<file path="src/rtl/alu_selfcheck.sv">
// Stimulus generator and equivalence checker for two ALUs that share one port set.
// Both ALUs receive the same pseudo-random operands and a cycling opcode.
// Their results are compared one cycle later, and the mismatches are counted.
module alu_selfcheck #(
  parameter int unsigned DATA_WIDTH  = 4,
  parameter int unsigned NUM_VECTORS = 50,
  parameter int unsigned IDX_WIDTH   = 8,
  parameter int unsigned CNT_WIDTH   = 8,
  parameter logic [15:0] SEED        = 16'hACE1
) (
  input  logic                    clk_in,
  input  logic                    rst_n_in,
  input  logic                    start_in,
  output logic [DATA_WIDTH-1:0]   a_out,
  output logic [DATA_WIDTH-1:0]   b_out,
  output logic [2:0]              sel_out,
  input  logic [2*DATA_WIDTH-1:0] q0_in,
  input  logic [2*DATA_WIDTH-1:0] q1_in,
  output logic                    busy_out,
  output logic                    done_out,
  output logic [CNT_WIDTH-1:0]    err_count_out,
  output logic                    err_flag_out,
  output logic [IDX_WIDTH-1:0]    first_err_idx_out
);

  localparam logic [15:0]          SEED_EFF = (SEED == 16'h0000) ? 16'h0001 : SEED;
  localparam logic [IDX_WIDTH-1:0] LAST_IDX = IDX_WIDTH'(NUM_VECTORS - 1);

  typedef enum logic [1:0] {IDLE, RUN, DONE} state_t;

  state_t                  state_q, state_d;
  logic [15:0]             lfsr_q, lfsr_d;
  logic [IDX_WIDTH-1:0]    idx_q, idx_d;
  logic [DATA_WIDTH-1:0]   a_q, a_d, b_q, b_d;
  logic [2:0]              sel_q, sel_d;
  logic                    busy_q, busy_d, done_q, done_d;
  logic [CNT_WIDTH-1:0]    cnt_q, cnt_d;
  logic                    flag_q, flag_d;
  logic [IDX_WIDTH-1:0]    first_q, first_d;

  function automatic logic [15:0] lfsr_next(input logic [15:0] v);
    return v[0] ? ((v >> 1) ^ 16'hB400) : (v >> 1);
  endfunction

  // lfsr_q always holds the value for the next vector to apply, so the vector in flight is a_q/b_q.
  always_comb begin
    state_d = state_q;
    lfsr_d  = lfsr_q;
    idx_d   = idx_q;
    a_d     = a_q;
    b_d     = b_q;
    sel_d   = sel_q;
    busy_d  = busy_q;
    done_d  = done_q;
    cnt_d   = cnt_q;
    flag_d  = flag_q;
    first_d = first_q;
    case (state_q)
      IDLE, DONE: begin
        if (start_in) begin
          state_d = RUN;
          a_d     = SEED_EFF[DATA_WIDTH-1:0];
          b_d     = SEED_EFF[2*DATA_WIDTH-1:DATA_WIDTH];
          lfsr_d  = lfsr_next(SEED_EFF);
          sel_d   = '0;
          idx_d   = '0;
          busy_d  = 1'b1;
          done_d  = 1'b0;
          cnt_d   = '0;
          flag_d  = 1'b0;
          first_d = '0;
        end
      end
      RUN: begin
        if (q0_in != q1_in) begin
          if (cnt_q != '1) cnt_d = cnt_q + CNT_WIDTH'(1);
          if (!flag_q) begin
            flag_d  = 1'b1;
            first_d = idx_q;
          end
        end
        if (idx_q == LAST_IDX) begin
          state_d = DONE;
          busy_d  = 1'b0;
          done_d  = 1'b1;
        end else begin
          a_d    = lfsr_q[DATA_WIDTH-1:0];
          b_d    = lfsr_q[2*DATA_WIDTH-1:DATA_WIDTH];
          lfsr_d = lfsr_next(lfsr_q);
          sel_d  = (sel_q == 3'd4) ? 3'd0 : sel_q + 3'd1;
          idx_d  = idx_q + IDX_WIDTH'(1);
        end
      end
      default: state_d = IDLE;
    endcase
  end

  always_ff @(posedge clk_in or negedge rst_n_in) begin
    if (!rst_n_in) begin
      state_q <= IDLE;
      lfsr_q  <= SEED_EFF;
      idx_q   <= '0;
      a_q     <= '0;
      b_q     <= '0;
      sel_q   <= '0;
      busy_q  <= 1'b0;
      done_q  <= 1'b0;
      cnt_q   <= '0;
      flag_q  <= 1'b0;
      first_q <= '0;
    end else begin
      state_q <= state_d;
      lfsr_q  <= lfsr_d;
      idx_q   <= idx_d;
      a_q     <= a_d;
      b_q     <= b_d;
      sel_q   <= sel_d;
      busy_q  <= busy_d;
      done_q  <= done_d;
      cnt_q   <= cnt_d;
      flag_q  <= flag_d;
      first_q <= first_d;
    end
  end

  assign a_out             = a_q;
  assign b_out             = b_q;
  assign sel_out           = sel_q;
  assign busy_out          = busy_q;
  assign done_out          = done_q;
  assign err_count_out     = cnt_q;
  assign err_flag_out      = flag_q;
  assign first_err_idx_out = first_q;

endmodule
</file>
<file path="config.mk">
export PLATFORM = sky130hd
export DESIGN_NAME = alu_selfcheck
export DESIGN_NICKNAME = d
export VERILOG_FILES = /design/src/rtl/alu_selfcheck.sv
export SDC_FILE = /design/constraint.sdc
export NUM_CORES = 1
export LEC_CHECK = 0
export CORE_ASPECT_RATIO = 1.75
export CORE_UTILIZATION = 35
export CTS_BUF_LIST = sky130_fd_sc_hd__clkbuf_16
export DETAILED_ROUTE_END_ITERATION = 16
export PLACE_DENSITY = 0.61
export SYNTH_ARGS = -nofsm -noshare
export SYNTH_HDL_FRONTEND = slang
export SYNTH_SLANG_ARGS = --single-unit
</file>
<file path="constraint.sdc">
create_clock -name clk_in -period 3.35 [get_ports clk_in]
set_input_delay 0.67 -clock clk_in [delete_from_list [all_inputs] [get_ports clk_in]]
set_output_delay 0.67 -clock clk_in [all_outputs]
set_load 0.05 [all_outputs]
</file>
==> results.sh, run 1 <==
export IMPL_status="finished, final reports clean"
export IMPL_fmax_mhz=443
export IMPL_postCtsSetupBuffers=0
export IMPL_grt_max_degree=37
export IMPL_place_ws_ps=823
export IMPL_areaGrowthSynthToFinish_pct=26.9
export IMPL_final_cells=385
export IMPL_antenna_found_initial=0
export IMPL_period_needed_ps=2260
export IMPL_initial_core_util_pct=36.4
export IMPL_rrSetupSlack_ps=1330
export IMPL_dpl_cell_area_um2=3030
export IMPL_hold_viol=0
export IMPL_grt_pass1_vias=1857
export IMPL_p_int_mw=1.93
export IMPL_period_share_pct=67.4
export IMPL_fillers=695
export IMPL_slew_viol_final=0
export IMPL_syn_instance_count=258
export IMPL_yosysWarnings=0
export IMPL_yosys_register_bits=52
export IMPL_highest_layer="met4"
export IMPL_wl_met2_um=2990
export IMPL_regArea_um2=1310
export IMPL_hold_buffers=0
export IMPL_placed_cells=377
export IMPL_r2r_end="sel_out[2]"
export IMPL_vias=1940
export IMPL_clockPowerShare_pct=16.4
export IMPL_wirelength_met1_um=2120
export IMPL_dpl_hpwl_um=4020
export IMPL_avgSynthCellArea_um2=9.76
export IMPL_h_tree_depth=2
export IMPL_port_buffers=48
export IMPL_die_area_um2=7550
export IMPL_die_y_um=114
export IMPL_placementRows=40
export IMPL_powerDensity_nw_per_um2=1100
export IMPL_routed_wl_um=5500
export IMPL_slew_headroom_pct=42.1
export IMPL_viasPerCell=5.04
export IMPL_hold_class="input port to async pin"
export IMPL_rsz0062_at_grt="no"
export IMPL_critical_path_peak_fanout=8
export IMPL_worstPathCellList="clkdlybuf4s50_1"
export IMPL_synth_edf_count=0
export IMPL_numCtsBuffers=5
export IMPL_crit_family="buffers and inverters"
export IMPL_endpoint_kind="output port"
export IMPL_synth_fp_nets=282
export IMPL_syn_area_um2=2520
export IMPL_peakVddDrop_mv=0.450
export IMPL_cp_data_required_time_ps=2680
export IMPL_design_area_um2=3200
export IMPL_swShare_pct=45.1
export IMPL_clkLatencyLatePin_ps=290
export IMPL_rr_worst_depth=5
export IMPL_p_comb_share_pct=49.8
export IMPL_synth_flop_cell="dfrtp_1"
export IMPL_drt_wirelength_per_cell_um=14.3
export IMPL_drtAntennaViolNets=0
export IMPL_drtPass1Iterations=4
export IMPL_place_congestion=0.839
export IMPL_critPathMaxStageDelay_ps=840
export IMPL_ys_types=38
export IMPL_cts_tree="done"
export IMPL_drt_iter0_drc=95
export IMPL_drive_gt1_share_pct=8.31
export IMPL_fin_skew_ps=11.7
export IMPL_path_depth=1
export IMPL_grt_pass1_wl_um=8920
export IMPL_p_switching_mw=1.59
export IMPL_critPathKind="register to output port"
export IMPL_crit_arrival_ps=1590
export IMPL_yosysSeqAreaShare_pct=52.1
export IMPL_multi_input_area_um2=1050
export IMPL_setup_ws_ps=1090
export IMPL_tns_ps=0
export IMPL_clkSinkCount=52
export IMPL_slowest_stage="clkdlybuf4s50_1"
export IMPL_grt_ovfl_total=0
export IMPL_nets=324
export IMPL_path_clk_slew_ps=70
export IMPL_post_route_util_pct=46.3
export IMPL_ioPinCount=49
export IMPL_setup_viol=0
export IMPL_met3_length_um=272
export IMPL_drcViolationCount=0
export IMPL_tightest_slew_ps=868
export IMPL_coreArea_um2=6910
export IMPL_antenna_cells=0
export IMPL_clock_root_buffer="clkbuf_16"
export IMPL_critPathBufInv=1
export IMPL_grt_use_total_pct=15.6
export IMPL_seq_power_share_pct=33.8
export IMPL_die_w_um=66.1
export IMPL_cts_resized=0
export IMPL_maxCapViolations=0
export IMPL_clock_path_buffers=2
export IMPL_r2r_start="state_q[0]"
export IMPL_p_leak_nw=1.40
export IMPL_startpoint_type="register"
export IMPL_synth_async_reset_ratio_pct=100
-- cell usage in the layout (no fill, tap or decap), types with 4 or more instances in the layout --
master / instances
or4_1: 5
nand4_1: 4
dfstp_2: 8
buf_4: 4
clkbuf_16: 5
a21oi_1: 5
nor2_1: 13
ha_1: 5
o21ai_1: 8
nand3_1: 13
inv_1: 16
nand2_1: 50
clkdlybuf4s50_1: 47
dfrtp_1: 44
mux2i_1: 9
nand2b_1: 4
xnor2_1: 17
o21ai_0: 10
-- metal layers --
metal | vias to the layer above | GRT usage (%)
met5 | - | 0
met4 | 0 | 7.23
met3 | 9 | 1.99
met2 | 53 | 28.3
met1 | 929 | 17.6
li1 | 949 | -
-- sequential cells by signal, indices dropped and copies added (netlist names) --
name / count
a_out: 2
b_out: 2
busy_out: 1
done_out: 1
err_count_out: 8
err_flag_out: 1
first_err_idx_out: 8
idx_q: 8
lfsr_q: 16
sel_out: 3
state_q: 2
-- how the worst max path moves through the flow --
stage / startpoint / to / slack (ps)
3_5_place_dp: q0_in[2] / first_err_idx_out[1] / 820
6_report: err_count_out[4] / err_count_out[4] / 1090
3_3_place_gp: q1_in[4] / first_err_idx_out[1] / 890
4_1_cts: err_count_out[4] / err_count_out[4] / 1080
5_1_grt: err_count_out[4] / err_count_out[4] / 1000
2_1_floorplan: err_count_out[0] / err_count_out[6] / 1530
-- power groups by stage --
stage / Combinational, mW / Clock (mW) / Sequential [mW]
2_1_floorplan: 0.899 / 0 / 1.59
3_3_place_gp: 1.75 / 0 / 1.20
3_5_place_dp: 1.78 / 0 / 1.21
4_1_cts: 1.78 / 0.590 / 1.20
5_1_grt: 1.91 / 0.619 / 1.24
6_report: 1.75 / 0.579 / 1.19
-- synthesized netlist by cell type, drive strengths merged (3+ instances only) --
| cell type | count | area share [%] |
|---|---|---|
| a21oi | 5 | 0.99 |
| buf | 13 | 3.4 |
| clkbuf | 4 | 0.60 |
| dfrtp | 44 | 44 |
| dfstp | 8 | 8.3 |
| ha | 5 | 2.5 |
| inv | 16 | 2.4 |
| mux2i | 9 | 3.6 |
| nand2 | 51 | 7.9 |
| nand2b | 4 | 0.99 |
| nand3 | 13 | 2.6 |
| nand4 | 4 | 0.99 |
| nor2 | 15 | 2.6 |
| nor3 | 3 | 0.60 |
| nor4 | 3 | 0.75 |
| o211ai | 3 | 0.89 |
| o21ai | 18 | 3.6 |
| or4 | 5 | 1.5 |
| xnor2 | 17 | 5.9 |
-- final cells by class --
type,instances,area share [%]
clock inverters,3,1.33
repair buffers,52,15.8
well taps,84,3.29
flip-flops and latches,52,41.0
clock buffers,5,3.92
multi-input cells,173,32.7
inverters,16,1.88
-- cell families after synthesis --
kind of cell	synth area share (%)
AO/OA/AOI/OAI	9.89
XOR/XNOR	5.91
adder cells (fa/ha/maj)	2.49
buffers and inverters	6.36
flip-flops	52.1
multiplexers	3.58
AND/OR/NAND/NOR	19.7
-- through the flow --
| step | hold slack, ps | total power, mW |
|---|---|---|
| after floorplan | 374 | 2.49 |
| after global placement | 447 | 2.95 |
| after detailed placement | 451 | 2.98 |
| after CTS | 304 | 3.57 |
| after global routing | 311 | 3.77 |
| final | 291 | 3.52 |
Note: power is estimated with default switching activity, not from simulation.
==> inputs of run 2 (changes only) <==
clock period = 2.1 ns   (was 3.35 ns; I/O delays follow)
==> results.sh, run 2 (synthesis results as in run 1) <==
export IMPL_drtPass1Iterations=4
export IMPL_design_area_um2=3250
export IMPL_final_common_cell="nand2_1"
export IMPL_nets=332
export IMPL_period_share_pct=96.1
export IMPL_endpoint_kind="output port"
export IMPL_clkSinkCount=52
export IMPL_grt_pass1_wl_um=9300
export IMPL_die_area_um2=7550
export IMPL_critPathMaxStageDelay_ps=850
export IMPL_critical_path_peak_fanout=7
export IMPL_clkLatencyLatePin_ps=290
export IMPL_hold_buffers=0
export IMPL_status="finished, final reports clean"
export IMPL_vias=1986
export IMPL_rsz0062_at_grt="no"
export IMPL_drt_wirelength_per_cell_um=14.3
export IMPL_critPathBufInv=1
export IMPL_path_clk_slew_ps=70
export IMPL_setup_viol=0
export IMPL_critPathKind="register to output port"
export IMPL_grt_use_total_pct=16.3
export IMPL_hold_viol=0
export IMPL_placed_cells=385
export IMPL_period_needed_ps=2020
export IMPL_areaGrowthSynthToFinish_pct=28.9
export IMPL_place_congestion=0.723
export IMPL_ioPinCount=49
export IMPL_largest_register="lfsr_q"
export IMPL_dpl_hpwl_um=4190
export IMPL_drtAntennaViolNets=0
export IMPL_powerDensity_nw_per_um2=1730
export IMPL_antenna_cells=0
export IMPL_die_y_um=114
export IMPL_drt_iter0_drc=119
export IMPL_coreArea_um2=6910
export IMPL_largest_reg_flops=16
export IMPL_peakVddDrop_mv=0.745
export IMPL_finalPower_mw=5.61
export IMPL_cts_resized=0
export IMPL_viasPerCell=5.05
export IMPL_cts_tree="done"
export IMPL_fmax_mhz=496
export IMPL_numCtsBuffers=5
export IMPL_slew_viol_final=0
export IMPL_clock_root_buffer="clkbuf_16"
export IMPL_setup_ws_ps=82.6
export IMPL_worstPathCellList="clkdlybuf4s50_1"
export IMPL_p_leak_nw=1.45
export IMPL_cp_data_required_time_ps=1680
export IMPL_port_buffers=48
export IMPL_slew_headroom_pct=65.7
export IMPL_place_ws_ps=-49.9
export IMPL_clock_path_buffers=2
export IMPL_initial_core_util_pct=36.4
export IMPL_mostFrequentLayoutCells="nand2_1, clkdlybuf4s50_1, dfrtp_1"
export IMPL_dpl_cell_area_um2=3100
export IMPL_crit_family="buffers and inverters"
export IMPL_startpoint_type="register"
export IMPL_grt_max_degree=34
export IMPL_fillers=686
export IMPL_hold_class="input port to async pin"
export IMPL_drive_gt1_share_pct=10.7
export IMPL_final_cells=393
export IMPL_postCtsSetupBuffers=0
export IMPL_die_w_um=66.1
export IMPL_fin_skew_ps=6.23
export IMPL_routed_wl_um=5610
export IMPL_h_tree_depth=2
export IMPL_whs_ps=76.5
export IMPL_maxCapViolations=0
export IMPL_crit_arrival_ps=1600
export IMPL_slowest_stage="clkdlybuf4s50_1"
export IMPL_grt_ovfl_total=0
export IMPL_tightest_slew_ps=512
export IMPL_drcViolationCount=0
export IMPL_antenna_found_initial=0
export IMPL_tns_ps=0
export IMPL_placementRows=40
export IMPL_post_route_util_pct=47.0
export IMPL_grt_pass1_vias=2013
## run 2: changes by cell type in the layout (fill, tap and decap cells not counted), sizes merged
cell / previous run / this run
buf: 5 / 13
bufinv: 1 / 0
clkdlybuf4s50: 47 / 46
inv: 16 / 17
dlymetal6s2s: 0 / 1
## run 2: worst paths after layout
path                                  startpoint                   end  slack, ps  cells past startpoint
max in group asynchronous               rst_n_in             lfsr_q[0]       1410                      2
worst max-delay path            err_count_out[3]      err_count_out[3]         80                      1
min in group clk_in                    lfsr_q[6]             lfsr_q[6]        460                      2
worst min-delay path                    rst_n_in  first_err_idx_out[4]         80                      1
worst max register to register          idx_q[1]              a_out[0]        270                      7
worst min register to register         lfsr_q[6]             lfsr_q[6]        460                      2
## run 2: final cells by class
cell class	instances	area [um^2]	area share, %
flip-flops and latches	52	1310	40.4
repair buffers	60	581	17.9
multi-input cells	173	1050	32.2
inverters	16	60.1	1.85
well taps	84	105	3.24
clock inverters	3	17.5	0.540
clock buffers	5	125	3.86
## run 2: report_power, final
| group | internal [mW] | total, mW | switching [mW] |
|---|---|---|---|
| clock network | 0.440 | 0.799 | 0.359 |
| registers | 1.52 | 1.88 | 0.362 |
| logic | 1.08 | 2.93 | 1.85 |
## run 2: per-layer routing
| layer | share of wire, % | track usage, % | wire [um] | vias to the layer above |
|---|---|---|---|---|
| met5 | 0 | 0 | 0 | - |
| met4 | 1.7 | 6.95 | 97 | 0 |
| met3 | 4.0 | 3.29 | 225 | 9 |
| met2 | 56 | 30.1 | 3150 | 41 |
| met1 | 38 | 17.5 | 2140 | 977 |
| li1 | - | - | - | 959 |
